[src/rtl/pipe_clk_ctrl.sv]
// Clock-enable/reset sequencer for the PipeLine core: halt, run, single-step, N-cycle burst; STEP_DEBOUNCE_EN adds a step_btn synchroniser and debounce filter.
// Latency: run/burst enable one cycle after the request is sampled; step enable two cycles after the button edge (plus 2+DBNC_CYC with debounce).
// Backpressure: none; step edges outside step mode and start pulses outside IDLE are dropped, not queued.
module pipe_clk_ctrl #(
    parameter int CNT_W    = 16,
    parameter int RST_HOLD = 4,
    parameter int DBNC_CYC = 16
) (
    input  logic             clk,
    input  logic             rst,
    input  logic [1:0]       mode,
    input  logic             step_btn,
    input  logic             start,
    input  logic [CNT_W-1:0] burst_len,
    output logic             cpu_rst_n,
    output logic             cpu_ce,
    output logic             busy,
    output logic             done,
    output logic [31:0]      cycle_cnt
);

    localparam logic [1:0] MODE_RUN   = 2'b01;
    localparam logic [1:0] MODE_STEP  = 2'b10;
    localparam logic [1:0] MODE_BURST = 2'b11;

    localparam int              HW        = $clog2(RST_HOLD + 1);
    localparam logic [HW-1:0]   HOLD_LAST = HW'(RST_HOLD - 1);

    if (RST_HOLD < 1 || DBNC_CYC < 1) begin : g_bad_param
        $error("pipe_clk_ctrl: RST_HOLD and DBNC_CYC must be at least 1");
    end

    typedef enum logic [2:0] {
        S_HOLD,
        S_IDLE,
        S_RUN,
        S_STEP,
        S_BURST
    } state_t;

    state_t           state_q, state_d;
    logic [HW-1:0]    hold_q, hold_d;
    logic [CNT_W-1:0] rem_q, rem_d;
    logic             rstn_d, ce_d, busy_d, done_d;

    logic             step_clean;
    logic             step_prev;
    logic             step_pls;

`ifdef STEP_DEBOUNCE_EN
    localparam int            DW       = $clog2(DBNC_CYC + 1);
    localparam logic [DW-1:0] DBNC_LAST = DW'(DBNC_CYC - 1);

    logic          sync1, sync2, filt;
    logic [DW-1:0] dcnt;

    // Filter flips only after DBNC_CYC consecutive samples disagree with it.
    always_ff @(posedge clk or negedge rst) begin
        if (!rst) begin
            sync1 <= 1'b0;
            sync2 <= 1'b0;
            filt  <= 1'b0;
            dcnt  <= '0;
        end else begin
            sync1 <= step_btn;
            sync2 <= sync1;
            if (sync2 == filt) begin
                dcnt <= '0;
            end else if (dcnt == DBNC_LAST) begin
                filt <= sync2;
                dcnt <= '0;
            end else begin
                dcnt <= dcnt + 1'b1;
            end
        end
    end

    assign step_clean = filt;
`else
    assign step_clean = step_btn;
`endif

    // Edges are only kept when IDLE in step mode, so nothing queues up during a step.
    always_ff @(posedge clk or negedge rst) begin
        if (!rst) begin
            step_prev <= 1'b0;
            step_pls  <= 1'b0;
        end else begin
            step_prev <= step_clean;
            step_pls  <= (state_q == S_IDLE) && (mode == MODE_STEP) &&
                         step_clean && !step_prev;
        end
    end

    always_comb begin
        state_d = state_q;
        hold_d  = hold_q;
        rem_d   = rem_q;
        rstn_d  = cpu_rst_n;
        ce_d    = 1'b0;
        busy_d  = 1'b0;
        done_d  = 1'b0;
        case (state_q)
            S_HOLD: begin
                if (hold_q == HOLD_LAST) begin
                    rstn_d  = 1'b1;
                    state_d = S_IDLE;
                end else begin
                    hold_d = hold_q + 1'b1;
                end
            end
            S_IDLE: begin
                if (mode == MODE_RUN) begin
                    state_d = S_RUN;
                    ce_d    = 1'b1;
                end else if (mode == MODE_STEP && step_pls) begin
                    state_d = S_STEP;
                    ce_d    = 1'b1;
                end else if (mode == MODE_BURST && start) begin
                    if (burst_len == '0) begin
                        done_d = 1'b1;
                    end else begin
                        state_d = S_BURST;
                        ce_d    = 1'b1;
                        busy_d  = 1'b1;
                        rem_d   = burst_len;
                    end
                end
            end
            S_RUN: begin
                if (mode == MODE_RUN) begin
                    ce_d = 1'b1;
                end else begin
                    state_d = S_IDLE;
                end
            end
            S_STEP: begin
                state_d = S_IDLE;
            end
            S_BURST: begin
                if (mode != MODE_BURST) begin
                    state_d = S_IDLE;
                end else if (rem_q == CNT_W'(1)) begin
                    state_d = S_IDLE;
                    done_d  = 1'b1;
                end else begin
                    rem_d  = rem_q - 1'b1;
                    ce_d   = 1'b1;
                    busy_d = 1'b1;
                end
            end
            default: begin
                state_d = S_HOLD;
            end
        endcase
    end

    always_ff @(posedge clk or negedge rst) begin
        if (!rst) begin
            state_q   <= S_HOLD;
            hold_q    <= '0;
            rem_q     <= '0;
            cpu_rst_n <= 1'b0;
            cpu_ce    <= 1'b0;
            busy      <= 1'b0;
            done      <= 1'b0;
        end else begin
            state_q   <= state_d;
            hold_q    <= hold_d;
            rem_q     <= rem_d;
            cpu_rst_n <= rstn_d;
            cpu_ce    <= ce_d;
            busy      <= busy_d;
            done      <= done_d;
        end
    end

    always_ff @(posedge clk or negedge rst) begin
        if (!rst) begin
            cycle_cnt <= '0;
        end else if (cpu_ce) begin
            cycle_cnt <= cycle_cnt + 32'd1;
        end
    end

endmodule

[config.mk]
export PLATFORM = sky130hd
export DESIGN_NAME = pipe_clk_ctrl
export DESIGN_NICKNAME = d
export VERILOG_FILES = /design/src/rtl/pipe_clk_ctrl.sv
export SDC_FILE = /design/constraint.sdc
export NUM_CORES = 1
export LEC_CHECK = 0
export CORE_MARGIN = 4
export CORE_UTILIZATION = 38
export CTS_CLUSTER_DIAMETER = 60
export DETAILED_ROUTE_END_ITERATION = 6
export GPL_ROUTABILITY_DRIVEN = 0
export SETUP_SLACK_MARGIN = 0.4
export SLEW_MARGIN = 10
export SYNTH_ARGS = -nofsm -noshare
export SYNTH_HDL_FRONTEND = slang
export SYNTH_SLANG_ARGS = --single-unit
[constraint.sdc]
create_clock -name clk -period 2.6 [get_ports clk]
set_input_delay 0.52 -clock clk [delete_from_list [all_inputs] [get_ports clk]]
set_output_delay 0.52 -clock clk [all_outputs]
set_load 0.02 [all_outputs]
==> reports/results.md <==
| Metric | This run | Unit |
|---|---|---|
| Status | complete, no violations | - |
| Per-cell routed wire length | 14.3 | um |
| Count of flip-flops with a built-in enable after synthesis | 0 | - |
| Worst path required time | 2.82 | ns |
| CTS Hold Bufs | 0 | - |
| Latest clock arrival within the worst-skew pair | 0.34 | ns |
| DRT iter0 DRCs | 149 | - |
| Area growth from synthesis to layout | 37.1 | % |
| Total core area | 7730 | um^2 |
| Fraction of synthesis flops using an asynchronous set or reset pin | 1.00 | - |
| Post-detail-place hpwl | 4.96 | mm |
| Num CTS Buffers | 9 | - |
| Unique masters post-synth | 53 | - |
| Mean area per synthesized cell | 9.96 | um^2 |
| Top-level I/O count | 58 | - |
| Number of hold-slack violations in the final timing report | 0 | - |
| DRC violation count after routing | 0 | - |
| Largest fanout on the critical path | 5 | - |
| Wire length reported by the detailed router | 7.03 | mm |
| Power per Cell Area | 758 | nW/um^2 |
| Vias in the first global route | 2431 | - |
| Via count | 2562 | - |
| Number of synthesized register bits | 60 | - |
| Nature of the critical path endpoint | flop | - |
| Worst hold margin | 0.219 | ns |
| Worst hold path class | primary input to asynchronous set/reset pin | - |
| Placement Cell Area | 3760 | um^2 |
| Worst-path clk slew | 0.07 | ns |
| Antenna fix cells | 0 | - |
| Via-to-Cell Ratio | 5.23 | - |
| Core utilization of the finished layout | 0.537 | - |
| Reported max-cap violation count | 0 | - |
| Maximum root-to-sink buffer count | 2 | - |
| Count of endpoints failing setup in the final report | 0 | - |
| Nets in the synthesized netlist | 331 | - |
| Pin count of the biggest net entering global routing | 33 | - |
| Setup Skew | 0.00510 | ns |
| Prevailing post-synth register cell | sky130_fd_sc_hd__dfrtp_1 | - |
| Register-to-register path setup slack | 0.40 | ns |
| Post-Synthesis Cells | 304 | - |
| Startpoint class of the critical path | flop | - |
| Nets | 411 | - |
| Multi-input logic area | 1500 | um^2 |
| Final worst slack | 0.405 | ns |
| Setup CP Type | flop to flop | - |
| Arrival time worst endpoint | 2.42 | ns |
| Initial cell density of the core | 0.392 | - |
| Die span in y | 97.3 | um |
| Peak clock frequency supported by timing | 455 | MHz |
| Least-Margin Pin Slew | 0.684 | ns |
| Largest vdd supply drop | 0.000343 | V |
| Number of pins with negative max-slew slack in the final report | 0 | - |
| First element of the critical path | rem_q[2]$_DFFE_PN0P_ | - |
| Total number of yosys warnings | 0 | - |
| X dimension of the die | 97.3 | um |
| Sequential cell area in the final layout | 1500 | um^2 |
| Layout Cell Area excl Fill | 4150 | um^2 |
| Fin crit period | 2.20 | ns |
| Count of filler cells inserted in the layout | 699 | - |
| Total number of H-tree levels | 3 | - |
| Cell chosen for the clock root | sky130_fd_sc_hd__clkbuf_8 | - |
| Ratio of cells with drive above 1 in the final layout | 0.162 | - |
| Share of the yosys chip area belonging to registers | 0.496 | - |
| Number of port buffers | 57 | - |
| Pre-CTS setup slack | 0.0641 | ns |
| Worst r2r src | rem_q[2]$_DFFE_PN0P_ | - |
| Leak pwr | 0.00172 | uW |
| Worst relative slew slack | 0.544 | - |
| Die area | 9460 | um^2 |
| Final critical-path share of the clock period | 0.844 | - |
| Sum of negative setup slack | 0 | ns |
| Router iterations before antenna repair | 4 | - |
| Worst flop-to-flop path endpoint | rem_q[0]$_DFFE_PN0P_ | - |
| Total congestion overflow after global routing | 0 | - |
| Worst reg2reg path depth | 6 | - |
| Global-route wire length before repair | 11.7 | mm |
| Combined global-route utilization of all metal layers | 0.151 | - |
| Clk sinks | 60 | - |
| Netlist Area Pre-Place | 3030 | um^2 |
| RSZ-0062 raised after global routing | yes | - |
| Final ANT Viol Nets | 0 | - |
| Clock tree from TritonCTS | built | - |
| Row cnt | 32 | - |
| Initial antenna violation count | 0 | - |
state kept, by name, indices dropped and copies added, names as in the netlist:
name	count
cpu_ce	1
state_q	3
step_pls	1
hold_q	3
busy	1
cpu_rst_n	1
step_prev	1
rem_q	16
cycle_cnt	32
done	1
stage by stage:
step           power, uW  instances
6_report            3150        490
4_1_cts             3080        483
5_1_grt             3360        490
3_5_place_dp        2240        460
2_1_floorplan       1900        304
3_3_place_gp        2210        460
cells in the mapped netlist (3+ instances only):
| master | number | area share |
|---|---|---|
| sky130_fd_sc_hd__xor2_1 | 11 | 0.032 |
| sky130_fd_sc_hd__nor4_1 | 8 | 0.017 |
| sky130_fd_sc_hd__dfrtp_1 | 60 | 0.50 |
| sky130_fd_sc_hd__nand2_1 | 32 | 0.040 |
| sky130_fd_sc_hd__nand4_1 | 10 | 0.021 |
| sky130_fd_sc_hd__nor3_1 | 8 | 0.013 |
| sky130_fd_sc_hd__a211oi_1 | 3 | 0.0074 |
| sky130_fd_sc_hd__and3_1 | 8 | 0.017 |
| sky130_fd_sc_hd__ha_1 | 5 | 0.021 |
| sky130_fd_sc_hd__clkbuf_1 | 7 | 0.0087 |
| sky130_fd_sc_hd__nor2_1 | 23 | 0.028 |
| sky130_fd_sc_hd__or3_1 | 4 | 0.0083 |
| sky130_fd_sc_hd__o21ai_0 | 9 | 0.015 |
| sky130_fd_sc_hd__buf_6 | 3 | 0.011 |
| sky130_fd_sc_hd__inv_1 | 9 | 0.011 |
| sky130_fd_sc_hd__o22ai_1 | 7 | 0.014 |
| sky130_fd_sc_hd__a21oi_1 | 20 | 0.033 |
| sky130_fd_sc_hd__and4_1 | 3 | 0.0087 |
| sky130_fd_sc_hd__nand3_1 | 10 | 0.017 |
| sky130_fd_sc_hd__xnor2_1 | 21 | 0.061 |
| sky130_fd_sc_hd__or4_1 | 3 | 0.0074 |
routing by layer:
metal	vias up	share of wire	track usage
met5	-	0	0
met4	0	0.017	0.0543
met3	12	0.066	0.0438
met2	77	0.46	0.234
met1	1218	0.46	0.203
li1	1255	-	-
worst max-delay path, cell delays in order, from the launching register on:
cell and delay (ns):
sky130_fd_sc_hd__dfrtp_2 0.42, sky130_fd_sc_hd__or4_4 0.58, sky130_fd_sc_hd__nor4_4 0.39, sky130_fd_sc_hd__a2bb2oi_4 0.23
sky130_fd_sc_hd__buf_12 0.14, sky130_fd_sc_hd__nor3_1 0.04, sky130_fd_sc_hd__a311o_1 0.28
worst max path at each step:
stage | end | depth (start not counted)
2_1_floorplan | rem_q[0]$_DFFE_PN0P_ | 6
3_3_place_gp | rem_q[0]$_DFFE_PN0P_ | 6
3_5_place_dp | rem_q[5]$_DFFE_PN0P_ | 8
4_1_cts | rem_q[13]$_DFFE_PN0P_ | 9
5_1_grt | rem_q[10]$_DFFE_PN0P_ | 5
6_report | rem_q[0]$_DFFE_PN0P_ | 6
area by class of cell:
cell class / instances / area share
clock buffer: 11 / 0.0365
clock inverter: 4 / 0.00603
inverter: 10 / 0.00964
multi-input combinational: 223 / 0.362
sequential: 60 / 0.362
tap: 102 / 0.0307
timing repair buffer: 80 / 0.193
power breakdown:
group	leakage [uW]	internal [uW]	switching, uW	total [uW]
Clock	0.0000872	389	377	766
Combinational	0.000869	524	457	982
Sequential	0.000767	1150	247	1400
logic make-up after synthesis:
logic type               Yosys count  synth area share
adder cells (fa/ha/maj)            5            0.0207
XOR/XNOR                          32            0.0925
buffers and inverters             21            0.0347
AND/OR/NAND/NOR                  125             0.224
multiplexers                       3            0.0107
flip-flops                        60             0.496
AO/OA/AOI/OAI                     58             0.121
layout by cell type, fill, tap and decap left out, types with 3 or more instances in the layout:
cell	synthesis	layout
sky130_fd_sc_hd__inv_1	9	8
sky130_fd_sc_hd__xnor2_1	21	21
sky130_fd_sc_hd__buf_12	0	4
sky130_fd_sc_hd__a211oi_1	3	3
sky130_fd_sc_hd__nand3_1	10	10
sky130_fd_sc_hd__nor4_1	8	7
sky130_fd_sc_hd__or4_4	2	3
sky130_fd_sc_hd__clkdlybuf4s50_1	0	56
sky130_fd_sc_hd__dfrtp_1	60	58
sky130_fd_sc_hd__a21oi_2	0	3
sky130_fd_sc_hd__a21oi_1	20	16
sky130_fd_sc_hd__buf_4	1	17
sky130_fd_sc_hd__o22ai_1	7	7
sky130_fd_sc_hd__nand4_1	10	10
sky130_fd_sc_hd__and4_1	3	3
sky130_fd_sc_hd__nand2_1	32	32
sky130_fd_sc_hd__and3_1	8	8
sky130_fd_sc_hd__clkbuf_8	0	11
sky130_fd_sc_hd__nor3_1	8	7
sky130_fd_sc_hd__or3_1	4	4
sky130_fd_sc_hd__nor2_1	23	23
sky130_fd_sc_hd__ha_1	5	5
sky130_fd_sc_hd__o21ai_0	9	7
sky130_fd_sc_hd__xor2_1	11	11
repair_timing:
item,4_1_cts,5_1_grt
pin swaps,4,5
gates cloned,0,1
hold endpoints to repair,0,0
gates resized for setup,4,17
setup endpoints to repair,13,18
setup buffers,8,6
(Power assumes the default switching activity.)
